### config.mk
export PLATFORM = sky130hd
export DESIGN_NAME = volt_autorange_ctrl
export DESIGN_NICKNAME = d
export VERILOG_FILES = /design/src/rtl/volt_autorange_ctrl.sv
export SDC_FILE = /design/constraint.sdc
export NUM_CORES = 1
export LEC_CHECK = 0
export BUFFER_PORTS_ARGS = -buffer_cell sky130_fd_sc_hd__buf_2
export CAP_MARGIN = 10
export CELL_PAD_IN_SITES_DETAIL_PLACEMENT = 1
export CELL_PAD_IN_SITES_GLOBAL_PLACEMENT = 2
export CORE_MARGIN = 2
export CORE_UTILIZATION = 39
export DETAILED_ROUTE_END_ITERATION = 7
export GPL_TIMING_DRIVEN = 0
export HOLD_SLACK_MARGIN = 0.15
export MAX_ROUTING_LAYER = met4
export PLACE_DENSITY_LB_ADDON = 0.1
export SYNTH_ARGS = -nofsm -noshare
export SYNTH_HDL_FRONTEND = slang
export SYNTH_SLANG_ARGS = --single-unit
export TNS_END_PERCENT = 5
### constraint.sdc
create_clock -name CLK -period 8.4 [get_ports CLK]
set_input_delay 0 -clock CLK [delete_from_list [all_inputs] [get_ports CLK]]
set_output_delay 0 -clock CLK [all_outputs]
set_load 0.01 [all_outputs]
### src/rtl/volt_autorange_ctrl.sv
// Auto-ranging controller: tracks the peak-to-peak span of ADC samples over a
// window and steps the scaler gain index, with manual override and settle blanking.
module volt_autorange_ctrl #(
   parameter int WIN_LEN    = 1024,
   parameter int HI_TH      = 3000,
   parameter int LO_TH      = 300,
   parameter int SETTLE_CYC = 4
) (
   input  logic        CLK,
   input  logic        RST,
   input  logic [11:0] SAMPLE_IN,
   input  logic        SAMPLE_VALID,
   input  logic        AUTO_EN,
   input  logic        BTN_UP,
   input  logic        BTN_DOWN,
   output logic [2:0]  SCALE,
   output logic        SCALE_CHANGED,
   output logic        BLANK,
   output logic [11:0] SPAN_OUT,
   output logic [1:0]  STATE_OUT
);

   localparam logic [1:0]  ACQ    = 2'd0;
   localparam logic [1:0]  DECIDE = 2'd1;
   localparam logic [1:0]  SETTLE = 2'd2;

   localparam logic [16:0] WIN_LAST    = 17'(WIN_LEN - 1);
   localparam logic [7:0]  SETTLE_LOAD = 8'(SETTLE_CYC);
   localparam logic [11:0] HI_LIM      = 12'(HI_TH);
   localparam logic [11:0] LO_LIM      = 12'(LO_TH);
   localparam logic [2:0]  SCALE_MAX   = 3'd4;

   logic [1:0]  state;
   logic [2:0]  scale;
   logic        scale_changed;
   logic [11:0] span_reg;
   logic [11:0] min_val;
   logic [11:0] max_val;
   logic [16:0] count;
   logic [7:0]  settle_cnt;

   logic [11:0] span;
   logic [11:0] next_min;
   logic [11:0] next_max;
   logic [2:0]  auto_scale;
   logic [2:0]  manual_scale;
   logic        auto_hit;
   logic        manual_hit;

   // max never falls below min once a window holds a sample, so this cannot wrap
   assign span     = max_val - min_val;
   assign next_min = (SAMPLE_IN < min_val) ? SAMPLE_IN : min_val;
   assign next_max = (SAMPLE_IN > max_val) ? SAMPLE_IN : max_val;

   always_comb begin
      auto_scale = scale;
      if ((span > HI_LIM) && (scale < SCALE_MAX)) begin
         auto_scale = scale + 3'd1;
      end else if ((span < LO_LIM) && (scale != 3'd0)) begin
         auto_scale = scale - 3'd1;
      end
   end

   // Simultaneous presses cancel; a press at either end of the range is a no-op
   always_comb begin
      manual_scale = scale;
      if (BTN_UP && !BTN_DOWN && (scale < SCALE_MAX)) begin
         manual_scale = scale + 3'd1;
      end else if (BTN_DOWN && !BTN_UP && (scale != 3'd0)) begin
         manual_scale = scale - 3'd1;
      end
   end

   assign auto_hit   = AUTO_EN && (auto_scale != scale);
   assign manual_hit = !AUTO_EN && (manual_scale != scale);

   always_ff @(posedge CLK) begin
      if (RST) begin
         state         <= ACQ;
         scale         <= SCALE_MAX;
         scale_changed <= 1'b0;
         span_reg      <= 12'd0;
         min_val       <= 12'hFFF;
         max_val       <= 12'd0;
         count         <= 17'd0;
         settle_cnt    <= 8'd0;
      end else begin
         scale_changed <= 1'b0;
         case (state)
            ACQ: begin
               if (manual_hit) begin
                  scale         <= manual_scale;
                  scale_changed <= 1'b1;
                  settle_cnt    <= SETTLE_LOAD;
                  state         <= SETTLE;
                  min_val       <= 12'hFFF;
                  max_val       <= 12'd0;
                  count         <= 17'd0;
               end else if (SAMPLE_VALID) begin
                  min_val <= next_min;
                  max_val <= next_max;
                  count   <= count + 17'd1;
                  if (count == WIN_LAST) begin
                     state <= DECIDE;
                  end
               end
            end
            DECIDE: begin
               span_reg <= span;
               min_val  <= 12'hFFF;
               max_val  <= 12'd0;
               count    <= 17'd0;
               if (auto_hit) begin
                  scale         <= auto_scale;
                  scale_changed <= 1'b1;
                  settle_cnt    <= SETTLE_LOAD;
                  state         <= SETTLE;
               end else begin
                  state <= ACQ;
               end
            end
            SETTLE: begin
               // The entry cycle counts as the first blanked cycle
               if (settle_cnt <= 8'd1) begin
                  settle_cnt <= 8'd0;
                  state      <= ACQ;
                  min_val    <= 12'hFFF;
                  max_val    <= 12'd0;
                  count      <= 17'd0;
               end else begin
                  settle_cnt <= settle_cnt - 8'd1;
               end
            end
            default: begin
               state      <= ACQ;
               settle_cnt <= 8'd0;
               min_val    <= 12'hFFF;
               max_val    <= 12'd0;
               count      <= 17'd0;
            end
         endcase
      end
   end

   assign SCALE         = scale;
   assign SCALE_CHANGED = scale_changed;
   assign BLANK         = (state == SETTLE);
   assign SPAN_OUT      = span_reg;
   assign STATE_OUT     = state;

endmodule
Word-level counts from Yosys, hierarchy flattened
Cells that the tools add are included.

word-level totals
  register bits after elaboration = 67
  output and inout bits = 19
  input bits = 18
  logic and storage cells = 85

operators by class
  equality and inequality tests = 12
  order comparisons = 6
  multiplexer cells = 34
  add/subtract/negate cells = 5
  reductions and logical operators = 20

operators by type and width
  cell                                                            count
  two-way mux 12 bit                                              8
  two-way mux 17 bit                                              3
  one-hot mux 12 bit (2 select lines)                             2
  one-hot mux 17 bit (2 select lines)                             1
  two-way mux 8 bit                                               3
  one-hot mux 8 bit (3 select lines)                              1
  two-way mux 3 bit                                               6
  adder 17 x 1 -> 17 bit, second input constant                   1
  == test 17 x 10 -> 1 bit, second input constant                 1
  greater-than comparator 12 bit                                  1
  greater-than comparator 12 bit, second input constant           1
  < comparator 12 bit                                             1
  < comparator 12 x 9 -> 1 bit, second input constant             1
  != test 3 bit, second input constant                            4
  AND reduction 3 bit                                             4
  subtractor 12 bit                                               1
  two-way mux 2 bit                                               5
  less-or-equal comparator 8 x 1 -> 1 bit, second input constant  1
  logical AND 1 bit                                               8
  subtractor 8 x 1 -> 8 bit, second input constant                1
  != test 3 bit                                                   2
  one-hot mux 2 bit (3 select lines)                              1
  one-hot mux 3 bit (2 select lines)                              1
  != test 2 bit, second input constant                            2
  13 further kinds                                                17

Depth between registers and ports, before layout
  depth after elaboration = 9
  gate-level depth with buffers = 13
  gate-level depth less buffers = 12

Least setup slack after synthesis
OpenSTA, ideal clock, no wires.

  path kind = reg2reg
  start point = register max_val[0]
  end point = register scale[1], in the netlist SCALE[1]
  data required time = 8.245 ns
  slack = 5.158 ns
  path buffers = 0
  clock period less this slack = 3.242 ns
  stages on the path, launching flop included = 13
  arrival = 3.087 ns
  setup time = 0.155 ns
  cells stage by stage = dfxtp_1 > inv_1 > ha_1 > fa_1 > and2b_2 > o22a_1 > xor2_1 > o2111ai_1 > a2111o_1 > a211oi_1 > mux2_2 > a21oi_1 > a221oi_1

on the way
  cells in the longest elaborated chain, start to end = 9
  elaborated cells between the ends (all ways) = 13
  classes of those cells = add/sub (1); order compare (2); eq/ne (2); mux (4); reduce/logical (4)

ends and longest elaborated chain
  what                           line  RTL
  from (decl)                    38    logic [11:0] max_val;
  from (signal assigned)         101   max_val <= next_max;
  subtractor 12 bit (*)          51    assign span = max_val - min_val;
  < comparator 12 x 9 -> 1 bit   59    end else if ((span < LO_LIM) && (scale != 3'd0)) begin
  logical AND 1 bit              59
  two-way mux 3 bit              59
  two-way mux 3 bit (*)          57    if ((span > HI_LIM) && (scale < SCALE_MAX)) begin
  != test 3 bit                  74    assign auto_hit = AUTO_EN && (auto_scale != scale);
  logical AND 1 bit              74
  != test 2 bit (no line)        n/a
  AND reduction 3 bit (no line)  n/a
  to (signal assigned)           92    scale <= manual_scale;
  to (signal assigned)           114   scale <= auto_scale;
  to (decl)                      34    logic [2:0] scale;

Mark *: on every way between the ends. The rest lies on a longest branch, timed or not. The select of a mux whose other input is x is not followed.
A chain may end at the register's enable or synchronous reset.

Worst setup path after layout
Same ends and word-level chain as after synthesis.

==> results.toml <==
[timing]
period_share_pct = 44.6
tightest_slew_ns = 0.968
setup-tns-final_ns = 0
max-slew-margin-rel_pct = 34.9
fin_crit_ns = 3.74
skew_ns = 0.0106
rsz0062_at_grt = "no"
whs_ns = 0.206
hold_viol_final = 0
timing.fmax_mhz = 267
drv_slew = 0
setup_viol = 0

[yosys]
synth_seq_cells = 67
synth_flop_cell = "dfxtp_1"
syn-cell-area_um2 = 4320
async_flop_share_pct = 0
ys_types = 67
synth-adder-area-share_pct = 12.1
synth_xor_area_share_pct = 5.07
synth_warnings = 0
syn_nets = 584
synth-simple-area-share_pct = 21.6
avgSynthCellArea_um2 = 8.22
synth-edff-count = 0
synth_compound_area_share_pct = 20.5
synthMuxAreaShare_pct = 4.29
netlist_instances = 525
yosysSeqAreaShare_pct = 31.1
synth_top_family_by_area = "simple AND/OR/NAND/NOR gates"

[global_routing]
track_usage_pct = 21.0
grt_pass1_vias = 3884
grt_pass1_wl_um = 19100
antenna_found_initial = 0
overflow = 0
grt_max_degree = 12

[cts]
clk_latency_ns = 0.36
clkTransAtPathRegs_ns = 0.08
clock_sinks = 67
ctsRootBufferMaster = "clkbuf_8"
cts_made_buffers = 9
clockBufferDepth = 2
tritoncts = "yes"
htree_num_levels = 3
post_cts_buffers = 0

[routing]
viasPerCell = 5.31
route.detailed.drc = 0
routed_wl_um = 11300
dr.pass1.iters = 4
vias = 3873
detail_route.iter0.violations = 157
wire_per_inst_um = 15.5
drtAntennaViolNets = 0

[place]
io_buffers = 35
dpl-instance-area_um2 = 4670
dp_hpwl_um = 8930
place_congestion = 0.783

[finish]
n_antenna_cell = 0
final_area_um2 = 5030
layout.nets = 644
finish.utilization_pct = 46.4
area_delta_synth_final_pct = 16.6
layout-drive-gt1-share_pct = 12.0
n_fill_cell = 1311

[setup_path]
crit_arrival_ns = 4.00
worstSetupPathType = "reg -> reg"
end_kind = "register"
crit_required_ns = 8.66
start_kind = "register"
worstPathMaxFanout = 7

[pwr]
p_leak_nw = 2.30
ir_worst_vdd_mv = 0.0827
power-per-cell-area_nw_per_um2 = 182

[floorplanning]
start_util_pct = 39.8
pin_count = 37
die_w_um = 109
fp.coreArea_um2 = 10800
die-area_um2 = 11900
fp.dieH_um = 109
row_count = 38

[job]
maxCapViolCount = 0

[outcome]
status = "finished, final reports clean"

[hold_path]
holdCritPathClass = "in -> reg"
-- layout by cell type (no fill, tap or decap), types with 8 or more instances in the layout --
cell and count:
a21o_1 14, mux2i_1 14, buf_2 39, dfxtp_1 67, dlygate4sd3_1 14, nand2_1 38, xnor2_1 12, xor2_1 13
a21oi_1 33, o21ai_0 14, inv_1 36, nand4_1 8, clkbuf_8 11, nor2_1 79, and3_1 8, clkbuf_1 12
nand3_1 11, ha_1 40, a22oi_1 13
-- worst max-delay path: stages (launching register included) --
cell and delay, ns:
dfxtp_1 0.36, inv_1 0.05, ha_1 0.20, fa_1 0.40, and2b_2 0.24, o22a_1 0.17
xor2_1 0.30, a32oi_1 0.14, o311ai_2 0.42, a2111oi_4 0.12, o31ai_1 0.85, a21oi_1 0.10
a221oi_1 0.31
-- kinds of logic (layout without fill, tap and decap cells) --
family                     Yosys count  count (layout)
and+or+nand+nor                    194             194
DFF                                 67              67
AOI/OAI and AO/OA                  124             124
muxes                               17              17
xor gates and xnor gates            25              25
adders and majority gates           41              41
buffers and inverters               57             122
-- cells in the mapped netlist (4+ instances only) --
library cell	number	area, um^2
nor2_1	79	297
nand2b_1	7	43.8
nand3_1	11	55.1
or3_1	7	43.8
o21ai_0	14	70.1
dfxtp_1	67	1340
o31a_1	4	35.0
mux2i_1	14	140
buf_1	4	15.0
o31ai_1	4	30.0
nor4_1	4	25.0
a21o_1	14	105
a21oi_1	33	165
buf_2	4	20.0
ha_1	40	500
nor3_1	7	35.0
nand4_1	8	50.1
xor2_1	13	114
or4_1	6	45.0
o211ai_1	4	30.0
inv_1	36	135
a22oi_1	13	97.6
nor2b_1	6	37.5
nand2_1	38	143
a211oi_1	7	52.6
and3_1	8	50.1
clkbuf_1	11	41.3
xnor2_1	12	105
-- power by group --
part | leakage [nW] | internal (mW) | switching, mW | total [mW]
clock network | 0.113 | 0.183 | 0.126 | 0.309
registers | 0.545 | 0.336 | 0.0148 | 0.351
logic | 1.64 | 0.103 | 0.153 | 0.256
-- final timing paths --
kind / start / end / slack [ns] / cells past startpoint
worst max register to register: max_val[0]$_SDFFE_PP0P_ / SCALE[1]$_SDFFE_PP0P_ / 4.66 / 12
worst min register to register: SPAN_OUT[8]$_SDFFE_PP0P_ / SPAN_OUT[8]$_SDFFE_PP0P_ / 0.46 / 2
worst min-delay path: RST / STATE_OUT[0]$_SDFFE_PP0P_ / 0.21 / 3
worst max-delay path: max_val[0]$_SDFFE_PP0P_ / SCALE[1]$_SDFFE_PP0P_ / 4.66 / 12
-- registers in the layout, summed over array words and instances (netlist names) --
register / count
SCALE_CHANGED: 1
STATE_OUT: 2
max_val: 12
SCALE: 3
SPAN_OUT: 12
count: 17
settle_cnt: 8
min_val: 12
-- layout make-up --
cell class	instances	area, um^2	area share [%]
multi-input cells	401	2740	54.4
flip-flops and latches	67	1340	26.6
repair buffers	49	315	6.26
well taps	140	175	3.48
clock buffers	12	155	3.08
inverters	36	135	2.68
plain buffers	21	98.8	1.96
clock inverters	4	72.6	1.44
-- metrics by stage --
stage	worst slack, ns	cells	total power, mW
2_1_floorplan	5.16	525	0.541
3_3_place_gp	4.73	700	0.601
3_5_place_dp	4.61	700	0.609
4_1_cts	4.61	730	0.927
5_1_grt	4.25	730	0.978
6_report	4.66	730	0.916
-- routing by layer --
layer	wire length, um	vias to the layer above	global-route usage [%]
met2	5090	42	33.1
met3	317	8	3.47
met5	0	-	-
met1	5780	1828	28.0
li1	-	1995	-
met4	106	0	5.61
-- timing repair --
action | CTS | global route
hold endpoints to repair | 27 | 0
hold buffers | 14 | 0
resized for setup | 0 | 0
(Power assumes the default switching activity.)
